$ cat config.mk
export PLATFORM = sky130hd
export DESIGN_NAME = dpcm_arbiter
export DESIGN_NICKNAME = d
export VERILOG_FILES = /design/src/rtl/dpcm_arbiter.sv
export SDC_FILE = /design/constraint.sdc
export NUM_CORES = 1
export LEC_CHECK = 0
export CAP_MARGIN = 10
export CORE_ASPECT_RATIO = 1.5
export CORE_UTILIZATION = 30
export CTS_BUF_LIST = sky130_fd_sc_hd__clkbuf_4
export DETAILED_ROUTE_END_ITERATION = 6
export PLACE_DENSITY = 0.57
export SLEW_MARGIN = 20
export SYNTH_ARGS = -nofsm -noshare
export SYNTH_HDL_FRONTEND = slang
export SYNTH_SLANG_ARGS = --single-unit
$ cat constraint.sdc
create_clock -name clk -period 4.6 [get_ports clk]
set_input_delay 0.69 -clock clk [delete_from_list [all_inputs] [get_ports clk]]
set_output_delay 0.69 -clock clk [all_outputs]
set_load 0.05 [all_outputs]
$ cat src/rtl/dpcm_arbiter.sv
// Round-robin arbiter sharing one DPCM absolute-difference engine across NCH streams.
// Define DPCM_FIXED_PRIO_EN to replace round-robin with fixed lowest-index priority.
module dpcm_arbiter #(
  parameter int NCH = 4,
  parameter int W   = 32
) (
  input  logic                    clk,
  input  logic                    rst,
  input  logic [NCH-1:0]          req_valid,
  input  logic [NCH*W-1:0]        req_data,
  output logic [NCH-1:0]          req_ready,
  output logic                    out_valid,
  output logic [W-1:0]            out_data,
  output logic [$clog2(NCH)-1:0]  out_chan,
  input  logic                    out_ready
);

  localparam int CW = $clog2(NCH);

  localparam logic [1:0] IDLE  = 2'd0;
  localparam logic [1:0] GRANT = 2'd1;
  localparam logic [1:0] CALC  = 2'd2;
  localparam logic [1:0] OUT   = 2'd3;

  logic [1:0]    r_state;
  logic [CW-1:0] r_grant;
  logic [W-1:0]  r_cur;
  logic [W-1:0]  r_hist [NCH];
  logic [W-1:0]  r_outData;
  logic [CW-1:0] r_outChan;

  logic [W-1:0]  w_words [NCH];
  logic [CW-1:0] w_winner;
  logic [W-1:0]  w_histG;
  logic [W-1:0]  w_diff;

  always_comb begin
    for (int i = 0; i < NCH; i++) begin
      w_words[i] = req_data[i*W +: W];
    end
  end

`ifdef DPCM_FIXED_PRIO_EN
  always_comb begin
    w_winner = '0;
    for (int k = NCH - 1; k >= 0; k--) begin
      if (req_valid[k]) w_winner = CW'(k);
    end
  end
`else
  logic [CW-1:0] r_ptr;

  // Scan downward so the asserted channel closest above the pointer is assigned last.
  always_comb begin
    int idx;
    idx      = 0;
    w_winner = r_ptr;
    for (int k = NCH - 1; k >= 0; k--) begin
      idx = int'(r_ptr) + k;
      if (idx >= NCH) idx = idx - NCH;
      if (req_valid[idx]) w_winner = CW'(idx);
    end
  end
`endif

  assign w_histG = r_hist[r_grant];
  assign w_diff  = (r_cur > w_histG) ? (r_cur - w_histG) : (w_histG - r_cur);

  always_comb begin
    for (int i = 0; i < NCH; i++) begin
      req_ready[i] = (r_state == GRANT) && (r_grant == CW'(i));
    end
  end

  assign out_valid = (r_state == OUT);
  assign out_data  = r_outData;
  assign out_chan  = r_outChan;

  always_ff @(posedge clk) begin
    if (rst) begin
      r_state   <= IDLE;
      r_grant   <= '0;
      r_cur     <= '0;
      r_outData <= '0;
      r_outChan <= '0;
      for (int i = 0; i < NCH; i++) begin
        r_hist[i] <= '0;
      end
`ifndef DPCM_FIXED_PRIO_EN
      r_ptr     <= '0;
`endif
    end else begin
      case (r_state)
        IDLE: begin
          if (|req_valid) begin
            r_grant <= w_winner;
            r_state <= GRANT;
          end
        end
        GRANT: begin
          if (req_valid[r_grant]) begin
            r_cur   <= w_words[r_grant];
            r_state <= CALC;
          end else begin
            r_state <= IDLE;
          end
        end
        CALC: begin
          r_hist[r_grant] <= r_cur;
          r_outData       <= w_diff;
          r_outChan       <= r_grant;
          r_state         <= OUT;
        end
        OUT: begin
          if (out_ready) begin
`ifndef DPCM_FIXED_PRIO_EN
            r_ptr <= (r_grant == CW'(NCH - 1)) ? '0 : r_grant + 1'b1;
`endif
            r_state <= IDLE;
          end
        end
        default: r_state <= IDLE;
      endcase
    end
  end

endmodule

==> results.json, run 1 <==
{
  "outcome": "completed",
  "critPathSlowestCell": "mux4_2",
  "cp.depth": 14,
  "die_w_um": 168,
  "netlist.area_leader.share_pct": 31.1,
  "synth_edf_count": 128,
  "track_usage_pct": 17.3,
  "cts_max_level": 2,
  "synth_warnings": 0,
  "synth-main-ff-cell": "edfxtp_1",
  "syn-cell-area_mm2": 0.0124,
  "chipHeight_um": 251,
  "start_util_pct": 30.6,
  "syn-num-nets": 1410,
  "hold_path.class": "flop to flop",
  "place_hpwl_mm": 26.6,
  "final_area_mm2": 0.0153,
  "crit_buf_inv": 4,
  "place_area_mm2": 0.0146,
  "slowest_delay_ps": 530,
  "nFillCells": 3981,
  "cts_tree": "yes",
  "drt_iter0_drc": 540,
  "numCtsBuffers": 48,
  "syn_inst": 1205,
  "ios": 174,
  "syn_area_per_cell_um2": 10.3,
  "worstSetupEndpointType": "flop",
  "skew_ps": 65.7,
  "multi_input_area_mm2": 0.00639,
  "critPathArrivalTime_ps": 4750,
  "hold_depth": 2,
  "overflow": 0,
  "drive_gt1_share_pct": 13.9,
  "wl_per_cell_um": 18.7,
  "routed_wl_mm": 35.9,
  "grt_pass1_wl_mm": 57.2,
  "path_max_fanout": 26,
  "yosys-top-cells-area": "edfxtp_1 (31%), dfxtp_1 (12%), mux4_2 (12%)",
  "ant_nets": 0,
  "antenna_found_initial": 1,
  "crit_family": "buffers and inverters",
  "crit_path_start_kind": "flop",
  "dp_cells": 1831,
  "cp_data_required_time_ps": 5180,
  "worstMarginPinSlew_ps": 1030,
  "worstSetupPathType": "flop to flop",
  "worstPathCellList": "buf_12 > buf_4 > mux4_2 > ha_1 > nand4_1 > buf_4 > nor4_4 > and4b_1 > a21o_1 > o21ai_4 > buf_12 > mux2i_1 > o2111a_1 > a221o_1",
  "grt_pass1_vias": 10329,
  "hold_violations": 0,
  "max_slew_margin_pct": 31.4,
  "reg2reg_depth": 14,
  "drc": 0,
  "setup_viol_count_final": 0,
  "p_leak_uw": 0.00569,
  "finalNetCount": 1581,
  "period_share_pct": 90.8,
  "core_mm2": 0.0404,
  "clk_pin_slew_ps": 70,
  "fp-row-count": 90,
  "vdd_ir_drop_max_v": 0.000115,
  "synth_seq_area_share_pct": 43.1,
  "num_vias": 9959,
  "area_growth_pct": 23.5,
  "first_pass_iters": 5,
  "async_reset_ff_share_pct": 0,
  "ys_ff_latch": 202,
  "powerDensity_mw_per_mm2": 335,
  "rsz0062_at_grt": "no",
  "detail_route.vias_per_cell": 5.18,
  "gp_congestion": 0.852,
  "synth.largest_area_cell": "edfxtp_1",
  "cts_root_buf": "clkbuf_4",
  "cts.sinks": 202,
  "regArea_mm2": 0.00533,
  "max-cap-violations": 0,
  "port_buffers": 173,
  "drv_slew": 0,
  "fmax_mhz": 239,
  "grt_max_degree": 49,
  "dieArea_mm2": 0.0421,
  "insertion_delay_ps": 710,
  "synth.distinct_cells": 68,
  "finalNonFillerCells": 1921,
  "clock_path_buffers": 3,
  "fin_crit_ps": 4180
}
-- tightest hold or removal path: stages (launching register included) --
cell,delay (ps)
dfxtp_1,310
nand2_1,50
nand2_1,40
-- cells in the final DEF, fill, tap and decap left out, types with 13 or more instances in the layout --
master / count
nand4_1: 13
mux2i_1: 31
nand2_1: 133
buf_4: 32
xnor2_1: 15
clkbuf_4: 72
clkdlybuf4s50_1: 173
o21ai_0: 44
dfxtp_1: 71
a21oi_1: 102
mux4_2: 64
a21o_1: 28
inv_1: 78
nor3_1: 73
and3_1: 34
edfxtp_1: 128
nor2_1: 70
ha_1: 68
o21bai_1: 15
-- where the power goes --
group	leakage, uW	total, uW	internal [uW]	switching (uW)
clock network	0.000361	1450	720	730
logic	0.00340	1570	669	905
registers	0.00193	2090	2010	71.8
total	0.00569	5110	3400	1710
-- metal layers --
metal | global-route usage [%] | up-vias | part of all wire (%) | wire length, um
li1 | - | 4767 | - | -
met1 | 21.9 | 4752 | 42 | 15200
met2 | 29.2 | 366 | 48 | 17400
met3 | 2.61 | 74 | 5.7 | 2050
met4 | 7.63 | 0 | 3.5 | 1250
met5 | 0 | - | 0 | 0
-- timing repair --
action,4_1_cts,5_1_grt
endpoints found under the setup margin,2,3
resized for setup,1,1
hold buffers,0,0
gates cloned,0,0
buffers inserted,0,1
pin swaps,0,1
-- cell usage after synthesis (all sizes together), types with 38 or more instances --
master / number
o21ai: 56
ha: 68
buf: 38
nor2: 71
nand2: 134
a21oi: 103
nor3: 73
edfxtp: 128
clkbuf: 48
mux4: 64
dfxtp: 74
inv: 78
-- state kept, by name (all words and copies together) (netlist names), named ones only --
name      flops
out_chan      2
out_data     32
r_cur        32
r_grant       2
r_hist      128
r_ptr         2
r_state       1
-- final cells by class --
| class | count | area share, % |
|---|---|---|
| inverter | 79 | 1.94 |
| clock inverter | 16 | 0.491 |
| sequential | 202 | 34.9 |
| multi-input combinational | 838 | 41.8 |
| tap | 506 | 4.14 |
| clock buffer | 72 | 3.54 |
| timing repair buffer | 207 | 13.2 |
| antenna | 1 | 0.0164 |
-- cell families after synthesis --
kind of cell    Yosys count  synth area share (%)
compound gates          273                  14.0
xor+xnor                 24                  1.70
fa+ha+maj                70                  7.20
buf+inv                 165                  5.54
flops                   202                  43.1
mux                      95                  14.2
simple gates            376                  14.3
-- stage by stage --
stage / power, uW / hold slack (ps) / setup slack, ps / util [%] / TNS (ps)
after CTS: 5170 / 446 / 171 / 37.7 / 0
after global routing: 5410 / 466 / 165 / 37.8 / 0
final: 5110 / 441 / 423 / 37.8 / 0
after detailed placement: 3700 / 436 / -21.5 / 36.2 / -21.5
after floorplan: 3170 / 462 / 553 / - / 0
after global placement: 3690 / 436 / -20.4 / 36.2 / -20.4
-- path summary, 6_finish.rpt --
path	startpoint	endpoint	slack [ps]
setup / recovery	flop	out_data[16]	420
hold reg to reg	out_chan[0]	out_chan[0]	440
setup reg to reg	flop	out_data[16]	420
hold / removal	out_chan[0]	out_chan[0]	440
Note: power is estimated with default switching activity, not from simulation.
==> inputs of run 2 (changes only) <==
ABC_AREA = 1   (was default)
PLACE_DENSITY = 0.56   (was 0.57)
==> results.json, run 2 <==
{
  "drt_iter0_drc": 756,
  "skew_ps": 46.4,
  "hp-start": "out_data[22]",
  "rsz0062_at_grt": "no",
  "dieArea_mm2": 0.0476,
  "fp-row-count": 96,
  "wl_per_cell_um": 16.0,
  "synth_warnings": 0,
  "max_slew_margin_pct": 47.7,
  "setup_viol_count_final": 0,
  "synth_most_common_cell": "nand2_1",
  "worstSetupPathType": "flop to output port",
  "largest_reg_flops": 128,
  "cts_max_level": 2,
  "critPathArrivalTime_ps": 2920,
  "cts_tree": "yes",
  "synth_seq_area_share_pct": 38.0,
  "yosys-top-cells-area": "edfxtp_1 (27%), nand2_1 (16%), dfxtp_1 (11%)",
  "grt_pass1_wl_mm": 71.1,
  "synthTopCellsByCount": "nand2_1 (607), nor2_1 (307), inv_1 (281)",
  "ys_ff_latch": 202,
  "syn-cell-area_mm2": 0.0140,
  "hold_violations": 0,
  "max-cap-violations": 0,
  "port_buffers": 173,
  "path_max_fanout": 34,
  "final_common_cell": "nand2_1",
  "cts_setup_buffers": 0,
  "reg2reg_depth": 14,
  "syn_area_per_cell_um2": 6.88,
  "holdPathEnd": "out_data[22]",
  "ios": 174,
  "post-route-util_pct": 36.9,
  "mostFrequentLayoutCells": "nand2_1 (607), nor2_1 (306), inv_1 (281), clkdlybuf4s50_1 (173), edfxtp_1 (128)",
  "chipHeight_um": 267,
  "regMostFlops": "r_hist",
  "syn_inst": 2038,
  "async_reset_ff_share_pct": 0,
  "overflow": 0,
  "num_vias": 13464,
  "area_growth_pct": 20.9,
  "fin_crit_ps": 3610,
  "syn-num-nets": 2243,
  "numCtsBuffers": 50,
  "crit_buf_inv": 3,
  "drc": 0,
  "drive_gt1_share_pct": 7.06,
  "post_cts_resize_count": 0,
  "cts_root_buf": "clkbuf_4",
  "worstSetupEndpointType": "output port",
  "crit_family": "buffers and inverters",
  "r2r-end": "out_data[29]",
  "ant_nets": 0,
  "r2r_slack_ps": 1040,
  "grt_pass1_vias": 13467,
  "netlist.area_leader.share_pct": 27.4,
  "start_util_pct": 30.6,
  "grt_max_degree": 66,
  "clk_pin_slew_ps": 70,
  "routed_wl_mm": 45.2,
  "core_mm2": 0.0459,
  "cts.sinks": 202,
  "place_area_mm2": 0.0163,
  "worstPathCellList": "inv_2 > ha_1 > inv_1 > nor2_1 > clkdlybuf4s50_1",
  "first_pass_iters": 7,
  "die_w_um": 179,
  "fmax_mhz": 277,
  "insertion_delay_ps": 730,
  "synth.largest_area_cell": "edfxtp_1",
  "cp_data_required_time_ps": 3910,
  "finalNetCount": 2400,
  "holdWs_ps": 453,
  "outcome": "completed",
  "synth_edf_count": 128,
  "slowest_delay_ps": 750,
  "hold_path.class": "flop to flop",
  "synth-main-ff-cell": "edfxtp_1",
  "detail_route.vias_per_cell": 4.76,
  "final_area_mm2": 0.0170,
  "hold_depth": 2,
  "clock_path_buffers": 3,
  "powerDensity_mw_per_mm2": 409,
  "nFillCells": 4952,
  "synth.distinct_cells": 41,
  "vdd_ir_drop_max_v": 0.000141,
  "period_share_pct": 78.5,
  "tns_ps": 0,
  "critPathSlowestCell": "dfxtp_2",
  "crit_path_start_kind": "flop",
  "p_leak_uw": 0.00774,
  "worstMarginPinSlew_ps": 783,
  "antenna_found_initial": 1,
  "place_hpwl_mm": 34.7,
  "gp_congestion": 0.915,
  "hold_buffers": 0,
  "drv_slew": 0,
  "track_usage_pct": 19.2
}
-- run 2: changes by cell type in the layout (fill, tap and decap cells not counted), sizes merged, moves of 31 or more --
cell	before	now
nand2	134	618
nand3	5	124
and3	34	0
o21ai	56	109
nor3	73	4
mux4	64	0
mux2i	31	0
nor2	71	315
inv	78	292
a32oi	0	31
-- run 2: kinds of logic (layout without fill, tap and decap cells) --
family	after synthesis	in the layout	share of synthesized area [%]
AO/OA/AOI/OAI	271	271	11.6
XOR/XNOR	30	30	1.87
adder cells (fa/ha/maj)	70	70	6.35
buffers and inverters	383	582	10.8
flip-flops	202	202	38.0
other	0	1	0
AND/OR/NAND/NOR	1082	1082	31.5
-- run 2: worst max path at each step --
stage               depth (start not counted)      endpoint  startpoint  slack, ps
floorplan                                   5  r_hist[3][0]  r_grant[1]        690
global placement                           18  out_data[30]        flop       1040
detailed placement                         18  out_data[29]        flop       1020
CTS                                         5  req_ready[0]  r_grant[0]        870
global route                               14  out_data[30]        flop        710
finish                                      5  req_ready[0]  r_grant[0]        990
-- run 2: worst reg2reg max path: stages, from the launching register on --
cell and delay [ps]:
dfxtp_2 320, inv_2 220, buf_4 400, nand2_1 120
a32oi_1 320, ha_1 390, nand2_1 120, inv_1 90
nand3_1 130, nor3_1 340, nand3_2 170, nand2_4 480
nand3_1 160, nand3_1 120, nand2_1 50
-- run 2: where the power goes --
group | internal, uW | switching [uW] | total, uW
clock network | 770 | 791 | 1560
logic | 1020 | 2190 | 3210
registers | 2050 | 104 | 2160
-- run 2: layout make-up --
class	instances	area (um2)	share of cell area [%]
Multi-Input combinational cell	1453	7220	42.6
Sequential cell	202	5330	31.4
Timing Repair Buffer	196	1920	11.3
Inverter	292	1100	6.47
Tap cell	588	736	4.34
Clock buffer	70	526	3.10
Clock inverter	24	131	0.775
Antenna cell	1	2.50	0.0148
-- run 2: stage by stage --
stage / power, uW / setup slack (ps) / instances
global route: 7450 / 706 / 2826
floorplan: 4440 / 685 / 2038
global placement: 5390 / 1040 / 2731
CTS: 7000 / 871 / 2825
detailed placement: 5410 / 1020 / 2731
finish: 6930 / 990 / 2826
-- run 2: routing by layer --
metal	global-route usage, %	share of wire [%]
met2	34.3	50
met5	0	0
met1	22.3	41
met4	8.98	3.8
met3	2.74	4.9
==> inputs of run 3 (changes only) <==
clock period = 3.7 ns   (was 4.6 ns; I/O delays follow)
==> results.json, run 3 (synthesis gave the netlist of run 2 again) <==
{
  "vdd_ir_drop_max_v": 0.000149,
  "numCtsBuffers": 50,
  "p_leak_uw": 0.00785,
  "tns_ps": 0,
  "ios": 174,
  "fin_crit_ps": 3410,
  "final_common_cell": "nand2_1",
  "grt_pass1_wl_mm": 71.2,
  "largest_reg_flops": 128,
  "highest_layer": "met4",
  "clock_path_buffers": 3,
  "setup_viol_count_final": 0,
  "detail_route.vias_per_cell": 4.74,
  "cts_root_buf": "clkbuf_4",
  "finalNetCount": 2414,
  "cts_tree": "yes",
  "chipHeight_um": 267,
  "path_max_fanout": 38,
  "period_share_pct": 92.2,
  "powerDensity_mw_per_mm2": 516,
  "wl_met2_mm": 22.4,
  "start_util_pct": 30.6,
  "first_pass_iters": 5,
  "place_hpwl_mm": 34.9,
  "worstSetupEndpointType": "flop",
  "drc": 0,
  "max-cap-violations": 0,
  "mostFrequentLayoutCells": "nand2_1 (607), nor2_1 (306), inv_1 (281), clkdlybuf4s50_1 (171), edfxtp_1 (128)",
  "insertion_delay_ps": 700,
  "grt_pass1_vias": 13538,
  "outcome": "completed",
  "num_vias": 13460,
  "grt_max_degree": 70,
  "drt_iter0_drc": 663,
  "clk_pin_slew_ps": 90,
  "cts.sinks": 202,
  "drv_slew": 0,
  "finalNonFillerCells": 2839,
  "worstMarginPinSlew_ps": 943,
  "dieArea_mm2": 0.0476,
  "antenna_found_initial": 1,
  "wl_per_cell_um": 15.9,
  "die_w_um": 179,
  "cts_max_level": 2,
  "skew_ps": 25.7,
  "core_mm2": 0.0459,
  "worstSetupPathType": "flop to flop",
  "cp_data_required_time_ps": 4290,
  "overflow": 0,
  "hold_buffers": 0,
  "hold_path.class": "flop to flop",
  "post_cts_resize_count": 0,
  "cts_setup_buffers": 0,
  "crit_path_start_kind": "flop",
  "m1WireLength_mm": 18.7,
  "wl_met3_mm": 1.98,
  "regMostFlops": "r_hist",
  "area_growth_pct": 22.2,
  "fmax_mhz": 293,
  "critPathArrivalTime_ps": 4000,
  "track_usage_pct": 19.4,
  "rsz0062_at_grt": "no",
  "port_buffers": 173,
  "routed_wl_mm": 45.3,
  "max_slew_margin_pct": 37.1,
  "fp-row-count": 96,
  "drive_gt1_share_pct": 7.87,
  "ant_nets": 0,
  "dp_cells": 2745,
  "gp_congestion": 0.918,
  "hp-start": "out_data[10]",
  "hold_violations": 0
}
-- run 3: changes by cell type in the layout (fill, tap and decap cells not counted), sizes merged --
cell | previous run | this run
buf | 23 | 39
clkinv | 22 | 18
bufinv | 1 | 3
clkdlybuf4s50 | 173 | 171
clkbuf | 70 | 71
-- run 3: critical path, stage by stage, from the launching register on --
cell     delay, ps
dfxtp_1        310
inv_2          510
buf_4          270
a21oi_1         50
a32oi_1        410
inv_1          160
fa_1           460
inv_1          120
nand2_1         60
nand3_1        200
nand2_1        100
nand2_1        210
nand2_1        110
nand3_1         80
nand3_1         80
nand3_1         90
nand2_1         50
-- run 3: path summary, 6_finish.rpt --
path	depth (start not counted)	slack, ps	to
max	16	290	out_data[22]
min	2	450	out_data[10]
max reg2reg	16	290	out_data[22]
min reg2reg	2	450	out_data[10]
-- run 3: metal layers --
layer	up-vias	global-route usage, %
met2	367	34.4
met5	-	0
met4	0	9.67
li1	6875	-
met1	6112	22.4
met3	106	2.82
-- run 3: area by class of cell --
type	count	area (um2)
timing repair buffer	210	2050
tap	588	736
multi-input combinational	1453	7220
clock buffer	71	533
inverter	292	1100
fill	4937	28700
antenna	1	2.50
sequential	202	5330
clock inverter	22	176
-- run 3: power by group --
group | switching (uW) | total, uW | internal (uW)
Sequential | 112 | 2670 | 2550
Combinational | 2760 | 4080 | 1320
Clock | 982 | 2090 | 1110
Total | 3860 | 8840 | 4980
-- run 3: stage by stage --
step                power [uW]  hold WS [ps]  area [um2]  utilization (%)  setup slack (ps)
floorplan                 5520           502       14000                -               780
global placement          6780           441       16400             35.8               353
detailed placement        6800           447       16400             35.8               319
CTS                       8930           449       17100             37.4               301
global route              9520           475       17100             37.4              27.5
finish                    8840           454       17100             37.4               290
